$ cat src/rtl/cpu_sequencer.sv
// MU0 control sequencer: instruction register, FETCH/EXEC1/EXEC2 phase machine,
// branch resolution, STP halt, single-step support and saturating activity counters.
module cpu_sequencer #(
    parameter int DATA_W = 16,
    parameter int ADDR_W = 12,
    parameter int CNT_W  = 16
) (
    input  logic              clk,
    input  logic              rst,
    input  logic              run,
    input  logic              step_mode,
    input  logic              step,
    input  logic [DATA_W-1:0] mem_q,
    input  logic              acc_neg,
    input  logic              acc_zero,
    output logic              FETCH,
    output logic              EXEC1,
    output logic              EXEC2,
    output logic [3:0]        OP,
    output logic [ADDR_W-1:0] ADDR,
    output logic              IR_LOAD,
    output logic              BR_TAKE,
    output logic              HALTED,
    output logic              BUSY,
    output logic              ILLEGAL,
    output logic [CNT_W-1:0]  cycle_count,
    output logic [CNT_W-1:0]  instr_count
);

    // state    | meaning
    // ST_IDLE  | waiting for run or step
    // ST_FETCH | IR captures mem_q on the exit edge
    // ST_EXEC1 | first execute phase; branch condition resolved here
    // ST_EXEC2 | second execute phase, LDA only
    // ST_HALT  | stopped by STP; only run resumes
    typedef enum logic [2:0] {
        ST_IDLE,
        ST_FETCH,
        ST_EXEC1,
        ST_EXEC2,
        ST_HALT
    } state_t;

    localparam logic [3:0] OP_LDA = 4'h0;
    localparam logic [3:0] OP_JMP = 4'h4;
    localparam logic [3:0] OP_JMI = 4'h5;
    localparam logic [3:0] OP_JEQ = 4'h6;
    localparam logic [3:0] OP_STP = 4'h7;
    localparam logic [3:0] OP_ILL = 4'hB;
    localparam logic [CNT_W-1:0] CNT_MAX = {CNT_W{1'b1}};

    state_t            state;
    state_t            state_next;
    state_t            next_instr;
    logic [DATA_W-1:0] ir;

    assign OP      = ir[DATA_W-1 -: 4];
    assign ADDR    = ir[ADDR_W-1:0];
    assign IR_LOAD = FETCH;
    assign BR_TAKE = EXEC1 & ((OP == OP_JMP) | ((OP == OP_JMI) & acc_neg) |
                              ((OP == OP_JEQ) & acc_zero));

    always_comb begin
        state_next = state;
        next_instr = step_mode ? ST_IDLE : ST_FETCH;
        case (state)
            ST_IDLE:  if (run || step) state_next = ST_FETCH;
            ST_FETCH: state_next = ST_EXEC1;
            ST_EXEC1: begin
                if (OP == OP_LDA)      state_next = ST_EXEC2;
                else if (OP == OP_STP) state_next = ST_HALT;
                else                   state_next = next_instr;
            end
            ST_EXEC2: state_next = next_instr;
            ST_HALT:  if (run) state_next = ST_FETCH;
            default:  state_next = ST_IDLE;
        endcase
    end

    // Strobes are flopped from state_next so they track state exactly, glitch-free.
    always_ff @(posedge clk) begin
        if (rst) begin
            state       <= ST_IDLE;
            ir          <= '0;
            FETCH       <= 1'b0;
            EXEC1       <= 1'b0;
            EXEC2       <= 1'b0;
            HALTED      <= 1'b0;
            BUSY        <= 1'b0;
            ILLEGAL     <= 1'b0;
            cycle_count <= '0;
            instr_count <= '0;
        end else begin
            state  <= state_next;
            FETCH  <= (state_next == ST_FETCH);
            EXEC1  <= (state_next == ST_EXEC1);
            EXEC2  <= (state_next == ST_EXEC2);
            HALTED <= (state_next == ST_HALT);
            BUSY   <= (state_next == ST_FETCH) || (state_next == ST_EXEC1) ||
                      (state_next == ST_EXEC2);
            if (state == ST_FETCH) ir <= mem_q;
            if (state == ST_EXEC1) begin
                if (OP >= OP_ILL) ILLEGAL <= 1'b1;
                if (instr_count != CNT_MAX) instr_count <= instr_count + 1'b1;
            end
            if (BUSY && (cycle_count != CNT_MAX)) cycle_count <= cycle_count + 1'b1;
        end
    end

endmodule

$ cat config.mk
export PLATFORM = sky130hd
export DESIGN_NAME = cpu_sequencer
export DESIGN_NICKNAME = d
export VERILOG_FILES = /design/src/rtl/cpu_sequencer.sv
export SDC_FILE = /design/constraint.sdc
export NUM_CORES = 1
export LEC_CHECK = 0
export CORE_MARGIN = 2
export CORE_UTILIZATION = 40
export CTS_BUF_LIST = sky130_fd_sc_hd__clkbuf_4 sky130_fd_sc_hd__clkbuf_8
export DETAILED_ROUTE_END_ITERATION = 12
export GPL_ROUTABILITY_DRIVEN = 0
export HOLD_SLACK_MARGIN = 0.06
export PLACE_DENSITY = 0.69
export SLEW_MARGIN = 10
export SYNTH_ARGS = -nofsm -noshare
export SYNTH_HDL_FRONTEND = slang
export SYNTH_SLANG_ARGS = --single-unit
$ cat constraint.sdc
create_clock -name clk -period 2.3 [get_ports clk]
set_input_delay 0.69 -clock clk [delete_from_list [all_inputs] [get_ports clk]]
set_output_delay 0.69 -clock clk [all_outputs]
set_load 0.02 [all_outputs]
# ---- Yosys cells after proc, flatten, opt, wreduce, memory -nomap -nowiden
# Index checks and enable logic that the tools add are counted.
dict set report totals {
  regBits 57
  inputBits 23
}
dict set report classes {
  addsub 2
  n_lt_le_gt_ge 1
  eq_ne 14
  mux 6
  bitwise 5
  reduce_logical 8
}
# op n
set op_table {}
lappend op_table {{adder 16 x 1 -> 16 bit (second input constant)} 2}
lappend op_table {{inequality test 16 bit (second input constant)} 2}
lappend op_table {{== test 4 x 3 -> 1 bit (second input constant)} 4}
lappend op_table {{one-hot mux 3 bit (5 select lines)} 1}
lappend op_table {{== test 3 x 2 -> 1 bit (second input constant)} 4}
lappend op_table {{two-way mux 3 bit} 4}
lappend op_table {{== test 3 x 1 -> 1 bit (second input constant)} 2}
lappend op_table {{== test 3 bit (second input constant)} 2}
lappend op_table {{>= comparator 4 bit (second input constant)} 1}
lappend op_table {{logical NOT 4 bit} 1}
lappend op_table {{AND reduction 2 bit} 2}
lappend op_table {{AND 1 bit} 3}
lappend op_table {{logical NOT 3 bit} 1}
lappend op_table {{logical OR 1 bit} 3}
lappend op_table {{bitwise OR 1 bit} 2}
lappend op_table {{logical AND 1 bit} 1}
lappend op_table {{two-way mux 1 bit} 1}

# ---- Depth between registers and ports, before layout
# Gate-level depths: netlist of run 1.
dict set report logic_depth {
  ltp_word 7
  ltp_mapped 6
  ltp_nobuf 5
}

# ---- Worst setup path before layout of run 1
# Ideal clock, no wire load.
dict set report synth_timing {
  path_kind {flip-flop to flip-flop}
  start {register cycle_count[0]}
  end {register cycle_count[0]}
  setup_time_ps 121
  arrival_ps 1867
  slack_ps 313
  path_stages_with_launch 6
  n_path_buf 0
  synth_period_minus_slack_ps 1987
  cell_sequence {dfxtp_1 > ha_1 > nand3_1 > nor4_2 > a21boi_0 > mux2_2}
}
dict set report synth_via {
  elab_chain_len 2
}
# item line_no
set synth_rtl {}
lappend synth_rtl {{from (decl)} 26} ;# output logic [CNT_W-1:0] cycle_count,
lappend synth_rtl {{from (signal assigned)} 106} ;# if (BUSY && (cycle_count != CNT_MAX)) cycle_count <= cycle_count + 1'b1;
lappend synth_rtl {{branches (longest 2 deep; another with adder 16 x 1 -> 16 bit)} -}
# Parallel ways; which one is timed is not known.
# A chain may end at the register's enable or synchronous reset.

# ---- Worst setup path after layout of run 1
dict set report layout_timing {
  start {register instr_count[4]}
  end {output instr_count[4]}
}
# item line_no
set layout_rtl {}
lappend layout_rtl {{from (decl)} 27} ;# output logic [CNT_W-1:0] instr_count
lappend layout_rtl {{from (signal assigned)} 104} ;# if (instr_count != CNT_MAX) instr_count <= instr_count + 1'b1;
# No word-level cell between the ends.

==> flow_metrics.env, run 1 <==
export IMPL_syn_mean_instance_area_sq_um=8.42
export IMPL_coreArea_sq_um=6240
export IMPL_num_rows=29
export IMPL_ys_async_sr_fraction_pct=0
export IMPL_synth_nets=327
export IMPL_num_vias=2600
export IMPL_dr_wl_met3_um=478
export IMPL_yosysTopAreaCellShare_pct=44.9
export IMPL_drv_cap=0
export IMPL_fp_dieW_um=83.7
export IMPL_drc=0
export IMPL_cts_setup_buffers=0
export IMPL_antenna_cells=0
export IMPL_synthFlopType="dfxtp_1"
export IMPL_slew_headroom_pct=48.6
export IMPL_postRouteAntennaNets=0
export IMPL_netlist_cell_type_count=44
export IMPL_status="completed"
export IMPL_grt_max_degree=19
export IMPL_cpPeakStageDelay_ns=0.66
export IMPL_arrival_ns=1.44
export IMPL_path_buf_inv=1
export IMPL_required_ns=1.61
export IMPL_firstDrtPassIters=4
export IMPL_hold_viol_final=0
export IMPL_initial_core_util_pct=40.7
export IMPL_pre_cts_ws_ns=-0.505
export IMPL_clkSinkCount=57
export IMPL_worstHoldPathType="flip-flop to flip-flop"
export IMPL_setup_violations=0
export IMPL_cts_resized=8
export IMPL_drt_iter0_markers=98
export IMPL_fillers=599
export IMPL_die_area_sq_um=7010
export IMPL_ios=79
export IMPL_worstPathCellList="clkdlybuf4s50_1"
export IMPL_grt_overflow_total=0
export IMPL_final_nets=414
export IMPL_die_height_um=83.7
export IMPL_p_leak_nw=1.22
export IMPL_antenna_found_initial=0
export IMPL_worstSetupPathType="flip-flop to primary output"
export IMPL_grt_pass1_wl_um=11300
export IMPL_wl_per_cell_um=14.0
export IMPL_io_buffers=78
export IMPL_synth_edff_count=0
export IMPL_cts_htree_levels=3
export IMPL_drv_slew=0
export IMPL_via_per_inst=5.53
export IMPL_ys_seq_area_share_pct=44.9
export IMPL_rrSetupSlack_ns=0.30
export IMPL_finalCritPeriodShare_pct=92.8
export IMPL_wl_um=6560
export IMPL_path_clk_slew_ns=0.07
export IMPL_route_met2_wl_um=3060
export IMPL_synthTopCellsByArea="dfxtp_1 45%, a21oi_1 7.7%, nand2_1 7.7%"
export IMPL_layout_min_cycle_time_ns=2.13
export IMPL_grt_use_total_pct=19.8
export IMPL_critical_path_peak_fanout=8
export IMPL_vdd_drop_max_v=0.000453
export IMPL_synthCells=302
export IMPL_cp_slowest_cell="clkdlybuf4s50_1"
export IMPL_topRoutingLayerUsed="met4"
export IMPL_synth_top_cell_by_area="dfxtp_1"
export IMPL_max_freq_mhz=469
export IMPL_yosys_warnings=0
export IMPL_crit_family="buffers and inverters"
export IMPL_grt_setup_unrepaired="no"
export IMPL_syn2layout_area_growth_pct=43.5
export IMPL_drt_met1_wl_um=2920
export IMPL_total_power_w=0.00256
export IMPL_start_kind="flip-flop"
export IMPL_synth_seq_cells=57
export IMPL_hpwl_um=4770
export IMPL_grt_pass1_vias=2396
export IMPL_drive_gt1_share_pct=9.41
export IMPL_root_buffer="clkbuf_8"
export IMPL_clk_latency_ns=0.33
export IMPL_tritoncts="yes"
export IMPL_clock_path_buffers=2
export IMPL_cellPowerDensity_nw_per_um2=701
export IMPL_tightest_slew_ns=0.760
export IMPL_fin_ws_ns=0.167
export IMPL_hold_buffers=0
export IMPL_netlist_area_sq_um=2540
export IMPL_timing_clock_skew_ns=0.0105
export IMPL_cp_end_kind="primary output"
export IMPL_cts_buffers=9
-- layer usage --
| metal | vias to the layer above | GRT usage [%] |
|---|---|---|
| li1 | 1307 | - |
| met1 | 1209 | 25.9 |
| met2 | 76 | 30.5 |
| met3 | 8 | 6.03 |
| met4 | 0 | 8.36 |
| met5 | - | 0 |
-- sequential cells by signal, indices dropped and copies added, names as in the netlist --
name,count
ir,16
EXEC2,1
HALTED,1
ILLEGAL,1
BUSY,1
FETCH,1
instr_count,16
cycle_count,16
EXEC1,1
state,3
-- final cells by class --
class / count / area (sq um) / share of cell area, %
inverter: 7 / 26.3 / 0.720
sequential: 57 / 1140 / 31.3
clock buffer: 12 / 153 / 4.19
timing repair buffer: 88 / 850 / 23.3
clock inverter: 3 / 65.1 / 1.78
tap: 77 / 96.3 / 2.64
multi-input combinational: 226 / 1320 / 36.1
-- worst paths after layout --
path / startpoint / end / cells after the start
max reg2reg: cycle_count[0] / cycle_count[14] / 5
min reg2reg: ir[7] / ir[7] / 2
min: ir[7] / ir[7] / 2
max: instr_count[4] / instr_count[4] / 1
-- cell families (layout without fill, tap and decap cells) --
logic type               after synthesis  count (layout)  synth area share (%)
AND/OR/NAND/NOR                      144             144                  31.0
buffers and inverters                 19             110                  3.54
flip-flops                            57              57                  44.9
adder cells (fa/ha/maj)                2               2                 0.984
multiplexers                           3               3                  1.23
AO/OA/AOI/OAI                         77              77                  18.4
-- placed cells by master, fill, tap and decap left out, types with 5 or more instances in the layout --
cell type,instances
clkdlybuf4s50_1,74
nor2_1,14
dfxtp_1,57
clkbuf_8,10
buf_4,10
or3_1,6
a21oi_1,39
o31ai_1,11
or4_1,12
nand4_1,7
o21ai_0,8
nor3_1,8
and4_1,6
nand3_1,8
nand2_1,52
o41ai_1,5
nor2b_1,5
inv_1,6
nor4_1,5
-- metrics by stage --
step / cells / setup TNS [ns] / area [sq um] / utilization [%] / hold slack (ns)
finish: 470 / 0 / 3650 / 58.4 / 0.452
global route: 470 / 0 / 3650 / 58.4 / 0.482
CTS: 470 / 0 / 3650 / 58.4 / 0.455
detailed placement: 455 / -0.505 / 3430 / 55.0 / 0.449
global placement: 455 / -0.488 / 3430 / 55.0 / 0.442
floorplan: 302 / 0 / 2540 / - / 0.515
-- where the power goes --
part	leakage [nW]	total (W)	internal, W	switching [W]
Clock	0.113	0.00103	0.000656	0.000374
Combinational	0.642	0.000423	0.000206	0.000217
Sequential	0.463	0.00110	0.00105	0.0000576
-- cells in the mapped netlist (4+ instances only) --
cell	n
nor2_1	14
dfxtp_1	57
or4_1	12
nor2b_1	5
o21ai_0	8
nor3_1	8
nand4_1	7
o41ai_1	5
nand2_1	52
or3_1	6
nand3_1	8
nor4_1	5
inv_1	6
o31ai_1	11
a21oi_1	39
clkbuf_1	8
or2_2	4
o311ai_0	4
and4_1	6
Power figures use the tool's default switching activity.
==> run 2, diff against run 1 <==
--- a/config.mk
+++ b/config.mk
@@ -6,12 +6,12 @@
 export NUM_CORES = 1
 export LEC_CHECK = 0
 export CORE_MARGIN = 2
-export CORE_UTILIZATION = 40
+export CORE_UTILIZATION = 48
 export CTS_BUF_LIST = sky130_fd_sc_hd__clkbuf_4 sky130_fd_sc_hd__clkbuf_8
 export DETAILED_ROUTE_END_ITERATION = 12
 export GPL_ROUTABILITY_DRIVEN = 0
 export HOLD_SLACK_MARGIN = 0.06
-export PLACE_DENSITY = 0.69
+export PLACE_DENSITY = 0.81
 export SLEW_MARGIN = 10
 export SYNTH_ARGS = -nofsm -noshare
 export SYNTH_HDL_FRONTEND = slang
==> run 2 against run 1 <==
Against the previous run:
- worst hold slack improved by 0.00061 ns
- worst setup slack got worse by 0.012 ns
- die area fell by 16%
- utilization rose by 13 points
- count of clock-buffer cells in the layout fell by 1
- clock skew fell by 0.0067 ns
- first-iteration DRC count rose by 56%
- fmax fell by 0.58%
- register-to-register slack barely moved
- combinational power fell by 1%
- critical path depth did not move
- critical path type unchanged
- critical endpoint unchanged
- largest cell class unchanged
==> flow_metrics.env, run 2 (synthesized netlist as in run 1, its figures left out) <==
export IMPL_worstSetupPathType="flip-flop to primary output"
export IMPL_cp_slowest_cell="clkdlybuf4s50_1"
export IMPL_antenna_found_initial=0
export IMPL_dpl_cell_area_sq_um=3410
export IMPL_final_cell_mix="74 x clkdlybuf4s50_1, 57 x dfxtp_1, 52 x nand2_1"
export IMPL_fp_dieW_um=76.8
export IMPL_status="completed"
export IMPL_firstDrtPassIters=5
export IMPL_required_ns=1.61
export IMPL_finalCritPeriodShare_pct=93.3
export IMPL_hold_buffers=0
export IMPL_hpwl_um=4510
export IMPL_via_per_inst=5.70
export IMPL_drv_slew=0
export IMPL_cts_htree_levels=3
export IMPL_timing_clock_skew_ns=0.00378
export IMPL_drv_cap=0
export IMPL_die_height_um=76.8
export IMPL_grt_setup_unrepaired="no"
export IMPL_grt_pass1_wl_um=10700
export IMPL_fillers=415
export IMPL_vdd_drop_max_v=0.000477
export IMPL_layout_commonest_cell="clkdlybuf4s50_1"
export IMPL_syn2layout_area_growth_pct=43.3
export IMPL_holdWs_ns=0.453
export IMPL_die_area_sq_um=5900
export IMPL_tritoncts="yes"
export IMPL_fin_ws_ns=0.154
export IMPL_wl_um=6420
export IMPL_tightest_slew_ns=0.627
export IMPL_max_freq_mhz=466
export IMPL_ios=79
export IMPL_clock_path_buffers=2
export IMPL_critical_path_peak_fanout=8
export IMPL_cts_buffers=9
export IMPL_pre_cts_ws_ns=-0.485
export IMPL_coreArea_sq_um=5110
export IMPL_p_leak_nw=1.21
export IMPL_initial_core_util_pct=49.8
export IMPL_grt_use_total_pct=22.4
export IMPL_start_kind="flip-flop"
export IMPL_setup_violations=0
export IMPL_grt_pass1_vias=2400
export IMPL_reg_top3="cycle_count: 16 flops, instr_count: 16 flops, ir: 16 flops"
export IMPL_clk_latency_ns=0.34
export IMPL_drc=0
export IMPL_worstHoldPathType="flip-flop to flip-flop"
export IMPL_io_buffers=78
export IMPL_num_vias=2640
export IMPL_layout_min_cycle_time_ns=2.15
export IMPL_final_nets=413
export IMPL_cp_end_kind="primary output"
export IMPL_path_buf_inv=1
export IMPL_timing_setup_tns_ns=0
export IMPL_arrival_ns=1.46
export IMPL_drive_gt1_share_pct=9.41
export IMPL_stdcell_count=463
export IMPL_slew_headroom_pct=57.6
export IMPL_root_buffer="clkbuf_8"
export IMPL_stdcell_area_sq_um=3640
export IMPL_grt_max_degree=18
export IMPL_cpPeakStageDelay_ns=0.65
export IMPL_antenna_cells=0
export IMPL_postRouteAntennaNets=0
export IMPL_wl_per_cell_um=13.9
export IMPL_grt_overflow_total=0
export IMPL_crit_family="buffers and inverters"
export IMPL_clkSinkCount=57
export IMPL_worstPathCellList="clkdlybuf4s50_1"
export IMPL_num_rows=26
export IMPL_placed_cells=447
export IMPL_drt_iter0_markers=153
export IMPL_path_clk_slew_ns=0.07
export IMPL_hold_viol_final=0
export IMPL_cellPowerDensity_nw_per_um2=715
[run 2: changes by cell type in the layout (fill, tap and decap cells not counted)]
cell        change
clkinv_2        +1
clkbuf_8        +1
buf_4           -1
clkbuf_4        -2
clkinvlp_4      +1
[run 2: metal layers]
layer / wire, um / vias to the layer above / GRT usage, %
li1: - / 1303 / -
met1: 2920 / 1221 / 28.3
met2: 2910 / 104 / 34.3
met3: 472 / 12 / 5.88
met4: 126 / 0 / 13.5
met5: 0 / - / 0
[run 2: timing repair]
| item | in CTS | in global routing |
|---|---|---|
| resized for setup | 8 | 0 |
| setup endpoints to repair | 1 | 0 |
| hold endpoints to repair | 0 | 0 |
| setup buffers | 0 | 0 |
[run 2: path summary, 6_finish.rpt]
check	from	end	slack, ns	depth (start not counted)
hold reg to reg	ir[5]	ir[5]	0.45	2
setup reg to reg	state[0]	instr_count[14]	0.31	4
hold / removal	ir[5]	ir[5]	0.45	2
setup / recovery	instr_count[4]	instr_count[4]	0.15	1
[run 2: area by class of cell]
| class | count | area (sq um) | area share (%) |
|---|---|---|---|
| multi-input cells | 226 | 1320 | 36.1 |
| clock inverters | 5 | 77.6 | 2.13 |
| clock buffers | 11 | 151 | 4.16 |
| well taps | 70 | 87.6 | 2.40 |
| repair buffers | 87 | 842 | 23.1 |
| flip-flops and latches | 57 | 1140 | 31.3 |
| inverters | 7 | 26.3 | 0.721 |
[run 2: per-stage QoR]
stage | util (%) | power [W]
floorplan | - | 0.00135
CTS | 71.3 | 0.00262
global placement | 66.9 | 0.00154
global route | 71.3 | 0.00270
detailed placement | 66.9 | 0.00155
finish | 71.3 | 0.00260
[run 2: power breakdown]
group / internal, W / switching (W)
combinational: 0.000205 / 0.000214
sequential: 0.00105 / 0.0000632
clock: 0.000665 / 0.000411
total: 0.00192 / 0.000688
